**config.mk**
```make
export PLATFORM = sky130hd
export DESIGN_NAME = clock_set_controller
export DESIGN_NICKNAME = d
export VERILOG_FILES = /design/src/rtl/clock_set_controller.sv
export SDC_FILE = /design/constraint.sdc
export NUM_CORES = 1
export LEC_CHECK = 0
export ABC_AREA = 1
export CAP_MARGIN = 20
export CORE_MARGIN = 5
export CORE_UTILIZATION = 40
export DETAILED_ROUTE_END_ITERATION = 10
export DONT_BUFFER_PORTS = 1
export HOLD_SLACK_MARGIN = 0.15
export MAX_ROUTING_LAYER = met4
export PLACE_DENSITY = 0.62
export SLEW_MARGIN = 20
export SYNTH_ARGS = -nofsm -noshare
export SYNTH_HDL_FRONTEND = slang
export SYNTH_SLANG_ARGS = --single-unit
```
**constraint.sdc**
```tcl
create_clock -name clk -period 1.99 [get_ports clk]
set_clock_uncertainty 0.15 [all_clocks]
set_input_delay 0.398 -clock clk [delete_from_list [all_inputs] [get_ports clk]]
set_output_delay 0.398 -clock clk [all_outputs]
set_load 0.05 [all_outputs]
```
**src/rtl/clock_set_controller.sv**
```systemverilog
// ============================================================================
// clock_set_controller: button-driven hour/minute set sequencer with blink.
// Optional auto-repeat on held inc/dec: define CLOCK_SET_AUTO_REPEAT_EN. Rev 1.0
// ============================================================================
`default_nettype none

module clock_set_controller #(
  parameter int unsigned TIMEOUT_CYCLES = 10000,
  parameter int unsigned BLINK_CYCLES   = 500,
  parameter int unsigned REPEAT_DELAY   = 500,
  parameter int unsigned REPEAT_RATE    = 100
) (
  input  logic       clk,
  input  logic       reset,
  input  logic       btn_mode,
  input  logic       btn_inc,
  input  logic       btn_dec,
  input  logic [4:0] cur_hours,
  input  logic [6:0] cur_minutes,
  output logic       set_strobe,
  output logic [4:0] set_hours,
  output logic [6:0] set_minutes,
  output logic [1:0] mode,
  output logic       blink
);

  localparam int unsigned c_to_w = (TIMEOUT_CYCLES > 1) ? $clog2(TIMEOUT_CYCLES) : 1;
  localparam int unsigned c_bl_w = (BLINK_CYCLES > 1) ? $clog2(BLINK_CYCLES) : 1;

  if (TIMEOUT_CYCLES < 1 || BLINK_CYCLES < 1 || REPEAT_DELAY < 1 || REPEAT_RATE < 1) begin : g_param_check
    $error("clock_set_controller: cycle-count parameters must be at least 1");
  end

  typedef enum logic [1:0] {
    ST_RUN         = 2'd0,
    ST_SET_HOURS   = 2'd1,
    ST_SET_MINUTES = 2'd2,
    ST_COMMIT      = 2'd3
  } state_e;

  state_e             state_q;
  logic               set_strobe_q;
  logic [4:0]         set_hours_q;
  logic [6:0]         set_minutes_q;
  logic               blink_q;
  logic [c_to_w-1:0]  to_cnt_q;
  logic [c_bl_w-1:0]  blink_cnt_q;
  logic [2:0]         mode_sync_q, inc_sync_q, dec_sync_q;

  logic       w_mode_p, w_inc_p, w_dec_p, w_any_p;
  logic       w_edit;
  logic       w_rep_up, w_rep_dn;
  logic       w_step_up, w_step_dn;
  logic [5:0] w_h_up6;
  logic [7:0] w_m_up8;
  logic [4:0] w_h_up, w_h_dn, w_load_h;
  logic [6:0] w_m_up, w_m_dn, w_load_m;

  // Two synchronizer flops plus one history flop for edge detection
  always_ff @(posedge clk or posedge reset) begin
    if (reset) begin
      mode_sync_q <= 3'b000;
      inc_sync_q  <= 3'b000;
      dec_sync_q  <= 3'b000;
    end else begin
      mode_sync_q <= {mode_sync_q[1:0], btn_mode};
      inc_sync_q  <= {inc_sync_q[1:0], btn_inc};
      dec_sync_q  <= {dec_sync_q[1:0], btn_dec};
    end
  end

  assign w_mode_p = mode_sync_q[1] & ~mode_sync_q[2];
  assign w_inc_p  = inc_sync_q[1] & ~inc_sync_q[2];
  assign w_dec_p  = dec_sync_q[1] & ~dec_sync_q[2];
  assign w_any_p  = w_inc_p | w_dec_p;
  assign w_edit   = (state_q == ST_SET_HOURS) || (state_q == ST_SET_MINUTES);

`ifdef CLOCK_SET_AUTO_REPEAT_EN
  localparam int unsigned c_rp_max = (REPEAT_DELAY > REPEAT_RATE) ? REPEAT_DELAY : REPEAT_RATE;
  localparam int unsigned c_rp_w   = (c_rp_max > 1) ? $clog2(c_rp_max) : 1;

  logic [c_rp_w-1:0] rep_cnt_q;
  logic              rep_armed_q;
  logic              w_hold_up, w_hold_dn, w_rep_fire;

  assign w_hold_up  = w_edit & inc_sync_q[1] & ~dec_sync_q[1];
  assign w_hold_dn  = w_edit & dec_sync_q[1] & ~inc_sync_q[1];
  // Repeat only on plain held cycles; press and mode cycles have their own handling
  assign w_rep_fire = (w_hold_up | w_hold_dn) & ~w_any_p & ~w_mode_p &
                      (rep_armed_q ? (rep_cnt_q == c_rp_w'(REPEAT_RATE - 1))
                                   : (rep_cnt_q == c_rp_w'(REPEAT_DELAY - 1)));
  assign w_rep_up   = w_rep_fire & w_hold_up;
  assign w_rep_dn   = w_rep_fire & w_hold_dn;

  always_ff @(posedge clk or posedge reset) begin
    if (reset) begin
      rep_cnt_q   <= '0;
      rep_armed_q <= 1'b0;
    end else if (!(w_hold_up || w_hold_dn) || w_mode_p || w_any_p) begin
      rep_cnt_q   <= '0;
      rep_armed_q <= 1'b0;
    end else if (w_rep_fire) begin
      rep_cnt_q   <= '0;
      rep_armed_q <= 1'b1;
    end else begin
      rep_cnt_q   <= rep_cnt_q + 1'b1;
    end
  end
`else
  assign w_rep_up = 1'b0;
  assign w_rep_dn = 1'b0;
`endif

  assign w_step_up = (w_inc_p & ~w_dec_p) | w_rep_up;
  assign w_step_dn = (w_dec_p & ~w_inc_p) | w_rep_dn;

  always_comb begin
    w_h_up6  = {1'b0, set_hours_q} + 6'd1;
    w_h_up   = (w_h_up6 >= 6'd24) ? 5'd0 : w_h_up6[4:0];
    w_h_dn   = (set_hours_q == 5'd0) ? 5'd23 : set_hours_q - 5'd1;
    w_m_up8  = {1'b0, set_minutes_q} + 8'd1;
    w_m_up   = (w_m_up8 >= 8'd60) ? 7'd0 : w_m_up8[6:0];
    w_m_dn   = (set_minutes_q == 7'd0) ? 7'd59 : set_minutes_q - 7'd1;
    w_load_h = (cur_hours > 5'd23) ? 5'd0 : cur_hours;
    w_load_m = (cur_minutes > 7'd59) ? 7'd0 : cur_minutes;
  end

  always_ff @(posedge clk or posedge reset) begin
    if (reset) begin
      state_q       <= ST_RUN;
      set_strobe_q  <= 1'b0;
      set_hours_q   <= 5'd0;
      set_minutes_q <= 7'd0;
      blink_q       <= 1'b0;
      to_cnt_q      <= '0;
      blink_cnt_q   <= '0;
    end else begin
      set_strobe_q <= 1'b0;
      case (state_q)
        ST_RUN: begin
          blink_q     <= 1'b0;
          blink_cnt_q <= '0;
          to_cnt_q    <= '0;
          if (w_mode_p) begin
            state_q       <= ST_SET_HOURS;
            set_hours_q   <= w_load_h;
            set_minutes_q <= w_load_m;
          end
        end
        ST_SET_HOURS, ST_SET_MINUTES: begin
          if (w_mode_p) begin
            to_cnt_q    <= '0;
            blink_q     <= 1'b0;
            blink_cnt_q <= '0;
            if (state_q == ST_SET_HOURS) begin
              state_q <= ST_SET_MINUTES;
            end else begin
              state_q      <= ST_COMMIT;
              set_strobe_q <= 1'b1;
            end
          end else if (w_any_p || w_rep_up || w_rep_dn) begin
            to_cnt_q <= '0;
            if (w_any_p) begin
              blink_q     <= 1'b0;
              blink_cnt_q <= '0;
            end else if (blink_cnt_q == c_bl_w'(BLINK_CYCLES - 1)) begin
              blink_q     <= ~blink_q;
              blink_cnt_q <= '0;
            end else begin
              blink_cnt_q <= blink_cnt_q + 1'b1;
            end
            if (state_q == ST_SET_HOURS) begin
              if (w_step_up)      set_hours_q <= w_h_up;
              else if (w_step_dn) set_hours_q <= w_h_dn;
            end else begin
              if (w_step_up)      set_minutes_q <= w_m_up;
              else if (w_step_dn) set_minutes_q <= w_m_dn;
            end
          end else if (to_cnt_q == c_to_w'(TIMEOUT_CYCLES - 1)) begin
            // Abandon the edit: values stay in the edit registers, no strobe
            state_q     <= ST_RUN;
            to_cnt_q    <= '0;
            blink_q     <= 1'b0;
            blink_cnt_q <= '0;
          end else begin
            to_cnt_q <= to_cnt_q + 1'b1;
            if (blink_cnt_q == c_bl_w'(BLINK_CYCLES - 1)) begin
              blink_q     <= ~blink_q;
              blink_cnt_q <= '0;
            end else begin
              blink_cnt_q <= blink_cnt_q + 1'b1;
            end
          end
        end
        default: begin
          state_q     <= ST_RUN;
          blink_q     <= 1'b0;
          blink_cnt_q <= '0;
          to_cnt_q    <= '0;
        end
      endcase
    end
  end

  assign set_strobe  = set_strobe_q;
  assign set_hours   = set_hours_q;
  assign set_minutes = set_minutes_q;
  assign mode        = state_q;
  assign blink       = blink_q;

endmodule

`default_nettype wire

```
### Word level (Yosys, flattened, before mapping)

Cells that the tools add are included.

* equality and inequality tests: 13
* reduce and logical (&&, ||, !) cells: 8
* multiplexer cells: 43
* bitwise gates (word level): 12
* $lt $le $gt $ge: 4
* add/subtract/negate cells: 6

Operators with widths (count)
* two-way mux 7 bit: 9
* two-way mux 14 bit: 4
* two-way mux 5 bit: 9
* two-way mux 9 bit: 5
* adder 14 x 1 -> 14 bit (second input constant): 1
* equality test 14 bit (second input constant): 1
* case mux 7 bit (2 select lines): 1
* AND reduction 6 bit: 2
* inequality test 2 bit (second input constant): 5
* case mux 5 bit (2 select lines): 1
* adder 9 x 1 -> 9 bit (second input constant): 1
* equality test 9 bit (second input constant): 1
* two-way mux 1 bit: 9
* inequality test 3 bit (second input constant): 3
* adder 7 x 1 -> 8 bit (second input constant): 1
* >= comparator 8 x 6 -> 1 bit (second input constant): 1
* two-way mux 2 bit: 4
* greater-than comparator 7 x 6 -> 1 bit (second input constant): 1
* zero test 7 bit: 1
* subtractor 7 x 1 -> 7 bit (second input constant): 1
* adder 5 x 1 -> 6 bit (second input constant): 1
* >= comparator 6 x 5 -> 1 bit (second input constant): 1
* inverter 1 bit: 6
* AND 1 bit: 5
* 12 further kinds: 12

* flip-flop bits (word level): 48
* input port bits: 17

### Depth between registers and ports, before layout

* depth after elaboration: 10
* mapped depth: 12

### Worst setup path after synthesis

Ideal clock, no wire load.

* path kind: register to register
* start point: register state_q[0] (netlist: mode[0])
* end point: register set_minutes_q[3] (netlist: set_minutes[3])
* setup slack: -171 ps
* required time: 1720 ps
* arrival: 1891 ps
* cell stages (with the launch flop): 12
* cells stage by stage: dfrtp_1 inv_1 ha_1 buf_6 nand2_1 o21ai_0 nor2_1 nand2_2 inv_2 nor2_1 a31oi_1 nand2_1

* word-level cells in the longest chain between the ends: 4
* elaborated cells between the ends (all ways): 12

RTL lines
* start, declared: line 41 `state_e state_q;`
* start signal, assigned: line 130 `state_q <= ST_RUN;`
* start signal, assigned: line 145 `state_q <= ST_SET_HOURS;`
* start signal, assigned: line 156 `state_q <= ST_SET_MINUTES;`
* equality test 2 bit or equality test 2 x 1 -> 1 bit (tied branches): line 139, 172
* OR reduction 2 bit: line 139 `case (state_q)`
* inequality test 3 bit (no source line) (tied with other cells)
* AND reduction 6 bit (no source line)
* end signal, assigned: line 147 `set_minutes_q <= w_load_m;`
* end signal, assigned: line 176 `if (w_step_up) set_minutes_q <= w_m_up;`
* end signal, assigned: line 177 `else if (w_step_dn) set_minutes_q <= w_m_dn;`
* end, declared: line 44 `logic [6:0] set_minutes_q;`

Parallel ways exist; a longest one is shown, timed or not.
A chain may end at the register's enable or synchronous reset.

### Worst setup path in the final report

* start point: register inc_sync_q[2]
* end point: register set_minutes_q[4] (netlist: set_minutes[4])

* word-level cells in the longest chain between the ends: 8
* elaborated cells between the ends (all ways): 14

RTL lines
* start, declared: line 48 `logic [2:0] mode_sync_q, inc_sync_q, dec_sync_q;`
* start signal, assigned: line 67 `inc_sync_q <= {inc_sync_q[1:0], btn_inc};`
* inverter 1 bit *: line 73 `assign w_inc_p = inc_sync_q[1] & ~inc_sync_q[2];`
* AND 1 bit *: line 73
* AND 1 bit: line 114 `assign w_step_up = (w_inc_p & ~w_dec_p) | w_rep_up;`
* two-way mux 7 bit: line 176
* two-way mux 7 bit: line 172 `if (state_q == ST_SET_HOURS) begin`
* two-way mux 7 bit: line 161 `end else if (w_any_p || w_rep_up || w_rep_dn) begin`
* two-way mux 7 bit: line 151 `if (w_mode_p) begin`
* case mux 7 bit (2 select lines): line 139

Mark *: on every way between the ends. The rest lies on a longest branch, timed or not. The select of a mux whose other input is x is not followed.

==> impl_metrics.xml <==
<?xml version="1.0" encoding="UTF-8"?>
<metrics>
  <group name="floorplan">
    <metric name="rows" unit="">31</metric>
    <metric name="num_io_pins" unit="">33</metric>
    <metric name="floorplan.initialDensity" unit="%">40.50</metric>
    <metric name="design.die.area" unit="mm2">0.009026</metric>
    <metric name="chipHeight" unit="um">95.01</metric>
    <metric name="die-width" unit="um">95.01</metric>
    <metric name="core_area" unit="mm2">0.007137</metric>
  </group>
  <group name="global_routing">
    <metric name="grt_use_total" unit="%">14.45</metric>
    <metric name="grt_overflow" unit="">0</metric>
    <metric name="global_route_wire_length_before_repair" unit="um">10180</metric>
    <metric name="number_of_global_route_vias_before_repair" unit="">2292</metric>
    <metric name="grt_max_degree" unit="">31</metric>
    <metric name="grt_antenna_before_repair" unit="">0</metric>
  </group>
  <group name="detailed_routing">
    <metric name="drcViolationCount" unit="">0</metric>
    <metric name="overall_routed_net_length" unit="um">6043</metric>
    <metric name="detail_route.iter0.violations" unit="">54</metric>
    <metric name="route.detailed.wl_per_inst" unit="um">11.92</metric>
    <metric name="drtAntennaViolNets" unit="">0</metric>
    <metric name="dr.pass1.iters" unit="">4</metric>
    <metric name="vias_per_cell" unit="">4.846</metric>
    <metric name="dr_total_vias" unit="">2457</metric>
  </group>
  <group name="placement">
    <metric name="place.detailed.hpwl" unit="um">4655</metric>
    <metric name="place_congestion" unit="">0.8597</metric>
    <metric name="buffer_ports.inserted" unit="">0</metric>
    <metric name="placed_cells_incl_taps" unit="">486</metric>
    <metric name="placedInstanceArea" unit="mm2">0.003127</metric>
  </group>
  <group name="power_and_ir_drop">
    <metric name="vdd.ir_drop.worst" unit="mV">0.5052</metric>
    <metric name="report.power.total" unit="mW">4.673</metric>
    <metric name="power_leakage" unit="nW">1.562</metric>
    <metric name="power_density" unit="mW/mm2">1369</metric>
  </group>
  <group name="logic_synthesis">
    <metric name="post_synth_num_cell_types" unit="">37</metric>
    <metric name="synth_seq_cells" unit="">48</metric>
    <metric name="synthMostInstantiatedCell" unit="">sky130_fd_sc_hd__nand2_1</metric>
    <metric name="synth_warnings" unit="">0</metric>
    <metric name="synth_enable_flop_cells" unit="">0</metric>
    <metric name="synthesis.area" unit="mm2">0.002890</metric>
    <metric name="synth.avg_cell_area" unit="um2">7.770</metric>
    <metric name="dominant_cell_type_by_area_after_synthesis" unit="">sky130_fd_sc_hd__dfrtp_1</metric>
    <metric name="yosys-top-cells-area" unit="">sky130_fd_sc_hd__dfrtp_1 42%, sky130_fd_sc_hd__nand2_1 9.5%, sky130_fd_sc_hd__nor2_1 6.9%</metric>
    <metric name="synth_fp_nets" unit="">400</metric>
    <metric name="share_of_synthesized_area_occupied_by_flip_flops_and_latches" unit="%">41.56</metric>
    <metric name="syn-instance-count" unit="">372</metric>
    <metric name="synth_flop_cell" unit="">sky130_fd_sc_hd__dfrtp_1</metric>
    <metric name="fraction_of_synthesis_flops_using_an_asynchronous_set_or_reset_pin" unit="%">100.0</metric>
    <metric name="synth_top_area_share" unit="%">41.56</metric>
    <metric name="ranking_of_synthesized_cells_by_instance_count" unit="">73 x sky130_fd_sc_hd__nand2_1, 53 x sky130_fd_sc_hd__nor2_1, 50 x sky130_fd_sc_hd__inv_1, 48 x sky130_fd_sc_hd__dfrtp_1, 26 x sky130_fd_sc_hd__a21oi_1</metric>
  </group>
  <group name="worst_setup_path">
    <metric name="worst_r2r_path_depth" unit="">9</metric>
    <metric name="worst_ep_arrival_time" unit="ns">1.90</metric>
    <metric name="reg2reg_setup_slack" unit="ns">0.13</metric>
    <metric name="startpoint_type" unit="">register</metric>
    <metric name="cp-end-kind" unit="">register</metric>
    <metric name="critical_path.max_fanout" unit="">5</metric>
    <metric name="required_time_reported_for_the_critical_path_endpoint" unit="ns">2.03</metric>
    <metric name="rr_endpoint" unit="">set_minutes[4]</metric>
    <metric name="regToRegStartpoint" unit="">inc_sync_q[2]</metric>
    <metric name="criticalPathCategory" unit="">register to register</metric>
  </group>
  <group name="timing">
    <metric name="fin_worst_hold_slack" unit="ns">0.1636</metric>
    <metric name="finalSetupViolCount" unit="">0</metric>
    <metric name="worstMarginPinSlew" unit="ns">0.5971</metric>
    <metric name="maxSlewViolCount" unit="">0</metric>
    <metric name="totalNegativeSetupSlack" unit="ns">0</metric>
    <metric name="layout_min_cycle_time" unit="ns">1.859</metric>
    <metric name="max_slew_margin" unit="%">60.14</metric>
    <metric name="hold_violations" unit="">0</metric>
    <metric name="timing.fmax" unit="MHz">538.0</metric>
    <metric name="ratio_of_final_minimum_period_to_clock_period" unit="%">93.40</metric>
  </group>
  <group name="min_path">
    <metric name="min_delay_path_depth" unit="">2</metric>
    <metric name="worstHoldPathType" unit="">input port to register</metric>
    <metric name="hold-path-endpoint" unit="">set_minutes[1]</metric>
    <metric name="hp-start" unit="">cur_minutes[1]</metric>
  </group>
  <group name="clock_tree">
    <metric name="cts_num_sinks" unit="">48</metric>
    <metric name="clk_transition_reported_paths" unit="ns">0.09</metric>
    <metric name="tritoncts" unit="">yes</metric>
    <metric name="clock_tree.htree_level_count" unit="">2</metric>
    <metric name="cts.root.buffer_cell" unit="">sky130_fd_sc_hd__clkbuf_8</metric>
    <metric name="clock_latency" unit="ns">0.30</metric>
    <metric name="cts_buffer_depth" unit="">2</metric>
    <metric name="numCtsBuffers" unit="">5</metric>
  </group>
  <group name="cells_and_area">
    <metric name="final_design_area_no_fill" unit="mm2">0.003413</metric>
    <metric name="syn2layout_area_growth" unit="%">18.10</metric>
    <metric name="layout_cells_excl_fill" unit="">507</metric>
    <metric name="final_layout_size_suffix_gt1_share" unit="%">17.89</metric>
    <metric name="fin_nets" unit="">435</metric>
    <metric name="num_antenna_cells" unit="">0</metric>
    <metric name="fillerInstances" unit="">734</metric>
  </group>
  <group name="job">
    <metric name="max-cap-violations" unit="">0</metric>
  </group>
  <group name="outcome">
    <metric name="status" unit="">finished, final reports clean</metric>
  </group>
</metrics>
-- worst max-delay path: stages (launching register included) --
cell and delay, ns:
sky130_fd_sc_hd__dfrtp_1 0.38, sky130_fd_sc_hd__nor2_2 0.12, sky130_fd_sc_hd__inv_1 0.05, sky130_fd_sc_hd__ha_1 0.30, sky130_fd_sc_hd__a21oi_2 0.17, sky130_fd_sc_hd__nor2_2 0.07, sky130_fd_sc_hd__nand2_4 0.12, sky130_fd_sc_hd__clkinvlp_4 0.14
sky130_fd_sc_hd__a31oi_1 0.18, sky130_fd_sc_hd__nand2_1 0.06
-- flip-flops by register name (all words and copies together), names as in the netlist --
register and count:
set_hours 5, to_cnt_q 14, dec_sync_q 3, mode_sync_q 3
set_strobe 1, inc_sync_q 3, set_minutes 7, blink_cnt_q 9
blink 1, mode 2
-- cell families (layout without fill, tap and decap cells) --
kind of cell / count (synthesis) / count (layout) / synth area share, %
fa+ha+maj: 11 / 11 / 4.762
simple gates: 185 / 185 / 30.82
buf+inv: 60 / 96 / 8.874
compound gates: 54 / 54 / 9.740
xor+xnor: 14 / 14 / 4.242
flops: 48 / 48 / 41.56
-- cell usage in the layout, fill, tap and decap left out, types with 2 or more instances in the layout --
master,n
sky130_fd_sc_hd__a21oi_1,25
sky130_fd_sc_hd__a31oi_1,5
sky130_fd_sc_hd__buf_4,25
sky130_fd_sc_hd__clkbuf_8,5
sky130_fd_sc_hd__clkinvlp_4,3
sky130_fd_sc_hd__dfrtp_1,44
sky130_fd_sc_hd__dfrtp_2,4
sky130_fd_sc_hd__dlygate4sd3_1,7
sky130_fd_sc_hd__ha_1,10
sky130_fd_sc_hd__inv_1,48
sky130_fd_sc_hd__inv_2,2
sky130_fd_sc_hd__nand2_1,73
sky130_fd_sc_hd__nand2_2,2
sky130_fd_sc_hd__nand2_4,2
sky130_fd_sc_hd__nand3_1,23
sky130_fd_sc_hd__nand4_1,9
sky130_fd_sc_hd__nor2_1,49
sky130_fd_sc_hd__nor2_2,5
sky130_fd_sc_hd__nor2_4,3
sky130_fd_sc_hd__nor3_1,2
sky130_fd_sc_hd__nor3_2,6
sky130_fd_sc_hd__nor3_4,2
sky130_fd_sc_hd__nor3b_2,2
sky130_fd_sc_hd__o21ai_0,19
sky130_fd_sc_hd__o21ai_1,2
sky130_fd_sc_hd__xnor2_1,4
sky130_fd_sc_hd__xor2_1,10
-- final cells by class --
cell class | count | area, um2 | share of cell area [%]
clock buffers | 5 | 68.82 | 2.016
clock inverters | 3 | 46.29 | 1.356
inverters | 54 | 215.2 | 6.305
multi-input cells | 264 | 1476 | 43.26
flip-flops and latches | 48 | 1206 | 35.34
well taps | 99 | 123.9 | 3.629
repair buffers | 33 | 269.0 | 7.881
repair inverters | 1 | 7.507 | 0.2199
-- stage by stage --
| stage | worst slack (ns) | util [%] |
|---|---|---|
| after floorplan | 0.002083 | - |
| after global placement | 0.1595 | 43.81 |
| after detailed placement | 0.1026 | 43.81 |
| after CTS | 0.07474 | 46.41 |
| after global routing | -0.01241 | 47.83 |
| final | 0.1313 | 47.83 |
-- worst max-delay path by stage --
stage                  startpoint  cells after the start              to  slack (ns)
finish              inc_sync_q[2]                      9  set_minutes[4]        0.13
global route              mode[0]                      9  set_minutes[2]       -0.01
CTS                       mode[0]                      9  set_minutes[2]        0.07
detailed placement        mode[0]                      9  set_minutes[2]        0.10
global placement          mode[0]                     10  set_minutes[3]        0.16
floorplan                 mode[0]                     11  set_minutes[3]       0.002
-- layer usage --
metal / vias to the layer above / share of wire, % / GRT usage, %
li1: 1258 / - / -
met1: 1138 / 44 / 18.17
met2: 54 / 50 / 23.90
met3: 7 / 4.8 / 2.470
met4: 0 / 0.98 / 4.207
met5: - / 0 / -
-- what timing repair did --
action                     in CTS  in global routing
resized for setup               0                 17
hold endpoints to repair       34                  0
setup endpoints to repair       0                  7
hold buffers                    7                  0
setup buffers                   0                  5
-- where the power goes --
| group | total, mW | switching, mW | internal, mW |
|---|---|---|---|
| sequential | 1.37 | 0.222 | 1.15 |
| combinational | 2.59 | 1.69 | 0.902 |
| clock | 0.712 | 0.333 | 0.379 |
| total | 4.67 | 2.24 | 2.43 |
Note: power is estimated with default switching activity, not from simulation.
